## config.mk

```make
export PLATFORM = sky130hd
export DESIGN_NAME = status_reg_bank_flat
export DESIGN_NICKNAME = d
export VERILOG_FILES = /design/src/rtl/status_reg_bank_pkg.sv /design/src/rtl/status_reg_bank_if.sv /design/src/rtl/status_reg_bank_cond_eval.sv /design/src/rtl/status_reg_bank.sv /design/src/flat_wrapper.sv
export SDC_FILE = /design/constraint.sdc
export NUM_CORES = 1
export LEC_CHECK = 0
export CORE_MARGIN = 1
export CORE_UTILIZATION = 30
export CTS_BUF_LIST = sky130_fd_sc_hd__clkbuf_8 sky130_fd_sc_hd__clkbuf_16
export CTS_CLUSTER_SIZE = 28
export DETAILED_ROUTE_END_ITERATION = 10
export GPL_TIMING_DRIVEN = 0
export SYNTH_ARGS = -nofsm -noshare
export SYNTH_HDL_FRONTEND = slang
export SYNTH_SLANG_ARGS = --single-unit
```

## constraint.sdc

```tcl
create_clock -name clk -period 2.3 [get_ports clk]
set_input_delay 0.23 -clock clk [delete_from_list [all_inputs] [get_ports clk]]
set_output_delay 0.23 -clock clk [all_outputs]
set_load 0.1 [all_outputs]
```

## src/rtl/status_reg_bank_pkg.sv

```systemverilog
// ============================================================================
// Module : status_pkg
// Brief  : Shared constants and types for the banked NZCV status register.
// Rev    : 1.0  initial release
// ============================================================================
`default_nettype none

package status_pkg;

  localparam int FLAG_N = 3;
  localparam int FLAG_Z = 2;
  localparam int FLAG_C = 1;
  localparam int FLAG_V = 0;

  localparam int NUM_BANKS_DEF = 4;
  localparam int USER          = 0;

  typedef enum logic [3:0] {
    COND_EQ = 4'h0, COND_NE = 4'h1, COND_CS = 4'h2, COND_CC = 4'h3,
    COND_MI = 4'h4, COND_PL = 4'h5, COND_VS = 4'h6, COND_VC = 4'h7,
    COND_HI = 4'h8, COND_LS = 4'h9, COND_GE = 4'hA, COND_LT = 4'hB,
    COND_GT = 4'hC, COND_LE = 4'hD, COND_AL = 4'hE, COND_NV = 4'hF
  } cond_e;

endpackage

`default_nettype wire

```

## src/rtl/status_reg_bank_if.sv

```systemverilog
// ============================================================================
// Module : status_reg_bank_if
// Brief  : Flag update, exception and condition-check bus of status_reg_bank.
// Rev    : 1.0  initial release
// ============================================================================
`default_nettype none

interface status_reg_bank_if #(
  parameter int FLAG_W    = 4,
  parameter int NUM_BANKS = status_pkg::NUM_BANKS_DEF
) ();

  localparam int BANK_W = $clog2(NUM_BANKS);

  logic              s;
  logic [FLAG_W-1:0] stat_bits;
  logic [FLAG_W-1:0] wr_mask;
  logic              exc_entry;
  logic [BANK_W-1:0] exc_bank;
  logic              exc_return;
  logic [3:0]        cond;

  logic [FLAG_W-1:0]    stat_bits_reg;
  logic                 carry;
  logic                 cond_pass;
  logic [BANK_W-1:0]    cur_bank;
  logic [NUM_BANKS-1:0] saved_valid;
  logic                 exc_err;

  modport master (
    output s, stat_bits, wr_mask, exc_entry, exc_bank, exc_return, cond,
    input  stat_bits_reg, carry, cond_pass, cur_bank, saved_valid, exc_err
  );

  modport slave (
    input  s, stat_bits, wr_mask, exc_entry, exc_bank, exc_return, cond,
    output stat_bits_reg, carry, cond_pass, cur_bank, saved_valid, exc_err
  );

endinterface

`default_nettype wire

```

## src/rtl/status_reg_bank_cond_eval.sv

```systemverilog
// ============================================================================
// Module : cond_eval
// Brief  : Combinational ARM condition-field check against NZCV flags.
// Rev    : 1.0  initial release
// ============================================================================
`default_nettype none

module cond_eval
  import status_pkg::*;
(
  input  logic [3:0] flags,
  input  logic [3:0] cond,
  output logic       pass
);

  logic w_n, w_z, w_c, w_v;

  assign w_n = flags[FLAG_N];
  assign w_z = flags[FLAG_Z];
  assign w_c = flags[FLAG_C];
  assign w_v = flags[FLAG_V];

  always_comb begin
    pass = 1'b1;
    case (cond_e'(cond))
      COND_EQ: pass = w_z;
      COND_NE: pass = !w_z;
      COND_CS: pass = w_c;
      COND_CC: pass = !w_c;
      COND_MI: pass = w_n;
      COND_PL: pass = !w_n;
      COND_VS: pass = w_v;
      COND_VC: pass = !w_v;
      COND_HI: pass = w_c && !w_z;
      COND_LS: pass = !w_c || w_z;
      COND_GE: pass = (w_n == w_v);
      COND_LT: pass = (w_n != w_v);
      COND_GT: pass = !w_z && (w_n == w_v);
      COND_LE: pass = w_z || (w_n != w_v);
      default: pass = 1'b1;  // AL, and NV reserved as AL
    endcase
  end

endmodule

`default_nettype wire

```

## src/rtl/status_reg_bank.sv

```systemverilog
// ============================================================================
// Module : status_reg_bank
// Brief  : Banked status register with masked update, save/restore and cond check.
// Rev    : 1.0  initial release
// ============================================================================
`default_nettype none

module status_reg_bank
  import status_pkg::*;
#(
  parameter int FLAG_W    = 4,
  parameter int NUM_BANKS = NUM_BANKS_DEF
) (
  input  logic               clk,
  input  logic               rst,
  status_reg_bank_if.slave   bus
);

  localparam int BANK_W = $clog2(NUM_BANKS);

  logic [FLAG_W-1:0]    r_flags;
  logic [BANK_W-1:0]    r_cur_bank;
  logic [NUM_BANKS-1:0] r_valid;
  logic                 r_err;
  logic [FLAG_W-1:0]    r_saved    [NUM_BANKS];
  logic [BANK_W-1:0]    r_ret_bank [NUM_BANKS];

  logic [FLAG_W-1:0] w_merged;
  logic              w_entry_ok;
  logic              w_return_ok;
  logic              w_err;

  assign w_merged = bus.s ? ((r_flags & ~bus.wr_mask) | (bus.stat_bits & bus.wr_mask))
                          : r_flags;

  assign w_entry_ok  = bus.exc_entry && (bus.exc_bank != BANK_W'(USER)) &&
                       (32'(bus.exc_bank) < NUM_BANKS);
  // Entry has priority, so a simultaneous return is dropped silently.
  assign w_return_ok = !bus.exc_entry && bus.exc_return &&
                       (r_cur_bank != BANK_W'(USER)) && r_valid[r_cur_bank];
  assign w_err       = bus.exc_entry ? !w_entry_ok : (bus.exc_return && !w_return_ok);

  always_ff @(negedge clk or negedge rst) begin
    if (!rst) begin
      r_flags    <= '0;
      r_cur_bank <= '0;
      r_valid    <= '0;
      r_err      <= 1'b0;
      for (int b = 0; b < NUM_BANKS; b++) begin
        r_saved[b]    <= '0;
        r_ret_bank[b] <= '0;
      end
    end else begin
      r_err <= w_err;
      if (w_entry_ok) begin
        r_saved[bus.exc_bank]    <= w_merged;
        r_ret_bank[bus.exc_bank] <= r_cur_bank;
        r_valid[bus.exc_bank]    <= 1'b1;
        r_cur_bank               <= bus.exc_bank;
        r_flags                  <= w_merged;
      end else if (w_return_ok) begin
        r_flags             <= r_saved[r_cur_bank];
        r_cur_bank          <= r_ret_bank[r_cur_bank];
        r_valid[r_cur_bank] <= 1'b0;
      end else if (!bus.exc_entry && !bus.exc_return) begin
        r_flags <= w_merged;
      end
    end
  end

  assign bus.stat_bits_reg = r_flags;
  assign bus.carry         = r_flags[FLAG_C];
  assign bus.cur_bank      = r_cur_bank;
  assign bus.saved_valid   = r_valid;
  assign bus.exc_err       = r_err;

  cond_eval u_cond_eval (
    .flags (r_flags[3:0]),
    .cond  (bus.cond),
    .pass  (bus.cond_pass)
  );

endmodule

`default_nettype wire
```

## src/flat_wrapper.sv

```systemverilog
// flat-port wrapper written by rule: the top's interface ports become plain ports
module status_reg_bank_flat import status_pkg::*;
#(
  parameter int FLAG_W    = 4,
  parameter int NUM_BANKS = NUM_BANKS_DEF
)
  (clk, rst, bus_s, bus_stat_bits, bus_wr_mask, bus_exc_entry, bus_exc_bank, bus_exc_return, bus_cond, bus_stat_bits_reg, bus_carry, bus_cond_pass, bus_cur_bank, bus_saved_valid, bus_exc_err);
  status_reg_bank_if #(.FLAG_W(FLAG_W), .NUM_BANKS(NUM_BANKS)) bus_i ();
  input  logic clk;
  input  logic rst;
  input wire logic [$bits(bus_i.s)-1:0] bus_s;
  input wire logic [$bits(bus_i.stat_bits)-1:0] bus_stat_bits;
  input wire logic [$bits(bus_i.wr_mask)-1:0] bus_wr_mask;
  input wire logic [$bits(bus_i.exc_entry)-1:0] bus_exc_entry;
  input wire logic [$bits(bus_i.exc_bank)-1:0] bus_exc_bank;
  input wire logic [$bits(bus_i.exc_return)-1:0] bus_exc_return;
  input wire logic [$bits(bus_i.cond)-1:0] bus_cond;
  output wire logic [$bits(bus_i.stat_bits_reg)-1:0] bus_stat_bits_reg;
  output wire logic [$bits(bus_i.carry)-1:0] bus_carry;
  output wire logic [$bits(bus_i.cond_pass)-1:0] bus_cond_pass;
  output wire logic [$bits(bus_i.cur_bank)-1:0] bus_cur_bank;
  output wire logic [$bits(bus_i.saved_valid)-1:0] bus_saved_valid;
  output wire logic [$bits(bus_i.exc_err)-1:0] bus_exc_err;
  assign bus_i.s = bus_s;
  assign bus_i.stat_bits = bus_stat_bits;
  assign bus_i.wr_mask = bus_wr_mask;
  assign bus_i.exc_entry = bus_exc_entry;
  assign bus_i.exc_bank = bus_exc_bank;
  assign bus_i.exc_return = bus_exc_return;
  assign bus_i.cond = bus_cond;
  assign bus_stat_bits_reg = bus_i.stat_bits_reg;
  assign bus_carry = bus_i.carry;
  assign bus_cond_pass = bus_i.cond_pass;
  assign bus_cur_bank = bus_i.cur_bank;
  assign bus_saved_valid = bus_i.saved_valid;
  assign bus_exc_err = bus_i.exc_err;
  status_reg_bank #(.FLAG_W(FLAG_W), .NUM_BANKS(NUM_BANKS)) u_core (.clk(clk), .rst(rst), .bus(bus_i));
endmodule
```

==> flow_metrics.env <==
export IMPL_clkSinkCount=35
export IMPL_start_kind="flop"
export IMPL_reg_top3="u_core.r_saved (16), u_core.r_ret_bank (8)"
export IMPL_dr_pass1_iters=7
export IMPL_via_count=1334
export IMPL_post_synth_top_area_cell="dfrtn_1"
export IMPL_yosys_cell_types_count=38
export IMPL_clock_path_buffers=2
export IMPL_track_usage_pct=13.23
export IMPL_hold_viol=0
export IMPL_synth_xor_area_share_pct=1.318
export IMPL_initial_core_util_pct=31.04
export IMPL_postCtsHoldBufs=0
export IMPL_wl_per_cell_um=13.29
export IMPL_status="finished with violations"
export IMPL_cp_max_fo=4
export IMPL_synth_top_cell_area_share_pct=51.24
export IMPL_worst_setup_path_type="flop to output port"
export IMPL_numCtsBuffers=5
export IMPL_finalWeightedCongestion=0.7967
export IMPL_p_clk_share_pct=14.4
export IMPL_synth_top_family_by_area="multiplexers"
export IMPL_ys_seq_elements=35
export IMPL_ys_seq_area_share_pct=51.24
export IMPL_die_area_um2=6003
export IMPL_synthFlopType="dfrtn_1"
export IMPL_path_clk_slew_ns=0.05
export IMPL_synth_edf_count=0
export IMPL_violations="DRC, setup timing"
export IMPL_drive_above_1_share_pct=33.17
export IMPL_die_x_um=77.48
export IMPL_synth_mux_area_share_pct=14.28
export IMPL_rows=27
export IMPL_dp_slack_ns=-1.500
export IMPL_regMostFlops="u_core.r_saved"
export IMPL_dieHeight_um=77.48
export IMPL_first_global_vias=1329
export IMPL_timing_rr_start="u_core.bus.cur_bank[0]"
export IMPL_switching_share_pct=42.55
export IMPL_finalSetupViolations=12
export IMPL_synth_area_leaders="dfrtn_1, nand2_1, o21ai_0"
export IMPL_ys_async_sr_fraction_pct=100.0
export IMPL_critPathArrivalTime_ns=2.89
export IMPL_boundaryPins=32
export IMPL_avgViaCountPerCell=4.764
export IMPL_slew_violations=0
export IMPL_syn_inst=152
export IMPL_areaGrowthSynthToFinish_pct=48.02
export IMPL_required_ns=2.07
export IMPL_finalWirelength_mm=3.720
export IMPL_final_cell_count_no_fill=280
export IMPL_switching_power_w=0.001416
export IMPL_drc=1
export IMPL_p_leak_nw=1.123
export IMPL_clk_latency_ns=0.29
export IMPL_hp_class="flop to flop"
export IMPL_grt_first_pass_wirelength_mm=6.203
export IMPL_pwr_share_seq_pct=27.9
export IMPL_cts_htree_levels=2
export IMPL_max_slew_worst_pin_slew_ns=0.7597
export IMPL_grt_max_degree=36
export IMPL_setup_ws_ns=-0.8163
export IMPL_nets=226
export IMPL_ir_drop_mv=0.6679
export IMPL_relSlewSlack_pct=49.35
export IMPL_diodes=0
export IMPL_clock_skew_ns=0.002646
export IMPL_powerDensity_nw_per_um2=1315
export IMPL_syn_area_um2=1709
export IMPL_cap_violations=0
export IMPL_synth_adder_area_share_pct=0
export IMPL_ant_nets=0
export IMPL_largest_reg_flops=16
export IMPL_hp_start="u_core.r_saved[12]"
export IMPL_io_buffers=31
export IMPL_cts_tree="yes"
export IMPL_crit_path_end_kind="output port"
export IMPL_drt_initial_drc_count=54
export IMPL_post_place_cells=255
export IMPL_yosysWarnings=0
export IMPL_combinationalPowerShare_pct=57.7
export IMPL_core_um2=5507
export IMPL_rsz0062_at_grt="true"
export IMPL_startpoint="u_core.bus.stat_bits_reg[0]"
export IMPL_antenna_found_initial=0
export IMPL_p_int_w=0.001912
export IMPL_synthesis_nets=171
export IMPL_synth_compound_area_share_pct=13.98
export IMPL_synth_simple_area_share_pct=13.76
export IMPL_grt_overflow=0
export IMPL_dp_hpwl_mm=2.565
export IMPL_avgSynthCellArea_um2=11.24
export IMPL_cts_root_buffer="clkbuf_8"
## worst paths after layout
path,to,slack [ns],cells after the start
setup / recovery,bus_cond_pass,-0.82,5
hold / removal,u_core.r_saved[12],0.40,1
setup reg to reg,u_core.bus.stat_bits_reg[3],0.46,7
hold reg to reg,u_core.r_saved[12],0.40,1
max in group asynchronous,u_core.r_ret_bank[6],0.74,1
min in group asynchronous,u_core.bus.cur_bank[0],1.04,1
## stage by stage
step	setup TNS, ns	utilization, %	power [W]	cell area [µm²]	hold slack, ns
3_5_place_dp	-25.39	38.58	0.002406	2125	0.4047
4_1_cts	-1.847	44.47	0.003242	2449	0.4050
2_1_floorplan	-2.602	-	0.002060	1729	0.3825
5_1_grt	-2.048	45.94	0.003497	2530	0.4168
6_report	-1.661	45.94	0.003327	2530	0.4015
3_3_place_gp	-54.82	38.67	0.002395	2130	0.4000
## cell usage in the layout, fill, tap and decap left out, drive strengths merged, types with 3 or more instances in the layout
master,count
buf,37
dfrtn,35
nand2,27
clkbuf,18
o21ai,17
clkdlybuf4s50,12
mux4,6
mux2i,6
inv,5
nor2b,4
nand2b,4
o221a,4
nor2,4
nand3b,3
mux2,3
a31oi,3
## critical path, stage by stage, from the launching register on
cell and delay (ns):
dfrtn_1 0.38, or4b_1 0.51, nand4_1 0.12, a41o_1 0.22
nor2_4 0.06, buf_12 0.16
## cells in the mapped netlist, types with 2 or more instances
| cell | count |
|---|---|
| nor2b_1 | 4 |
| nand2_1 | 27 |
| clkbuf_1 | 9 |
| o211ai_1 | 2 |
| mux2i_1 | 5 |
| nor2_1 | 4 |
| o221a_1 | 3 |
| mux4_2 | 3 |
| buf_2 | 2 |
| mux4_1 | 3 |
| o21ai_0 | 17 |
| nand3b_1 | 3 |
| dfrtn_1 | 35 |
| nand2b_1 | 3 |
| mux2_2 | 3 |
| nand3_1 | 2 |
| a31oi_1 | 3 |
| inv_1 | 4 |
## power groups by stage
| stage | sequential, W | combinational (W) | clock [W] |
|---|---|---|---|
| 6_report | 0.000928 | 0.00192 | 0.000480 |
| 3_5_place_dp | 0.000961 | 0.00145 | 0 |
| 5_1_grt | 0.000951 | 0.00203 | 0.000519 |
| 3_3_place_gp | 0.000960 | 0.00144 | 0 |
| 2_1_floorplan | 0.00144 | 0.000618 | 0 |
| 4_1_cts | 0.000927 | 0.00182 | 0.000494 |
## timing repair
item	CTS	global route
pin swaps	7	2
buffers inserted	12	5
endpoints found under the setup margin	41	29
gates resized for setup	130	15
## final cells by class
| cell class | instances | area (µm²) |
|---|---|---|
| Clock inverter | 1 | 3.754 |
| Tap cell | 72 | 90.09 |
| Clock buffer | 7 | 96.34 |
| Fill cell | 496 | 2977 |
| Sequential cell | 35 | 875.8 |
| Inverter | 4 | 15.01 |
| Buffer | 14 | 92.59 |
| Multi-Input combinational cell | 99 | 815.8 |
| Timing Repair Buffer | 48 | 540.5 |
## routing by layer
metal	wire (µm)	part of all wire (%)	up-vias	GRT usage [%]
li1	-	-	649	-
met1	1696	46	650	16.67
met2	1856	50	30	22.57
met3	121	3.3	5	2.588
met4	46	1.2	0	4.528
met5	0	0	-	0
## cell families after synthesis
logic type	Yosys count
buffers and inverters	18
xor gates and xnor gates	1
muxes	15
DFF	35
AOI/OAI and AO/OA	34
and+or+nand+nor	49
Power figures use the tool's default switching activity.
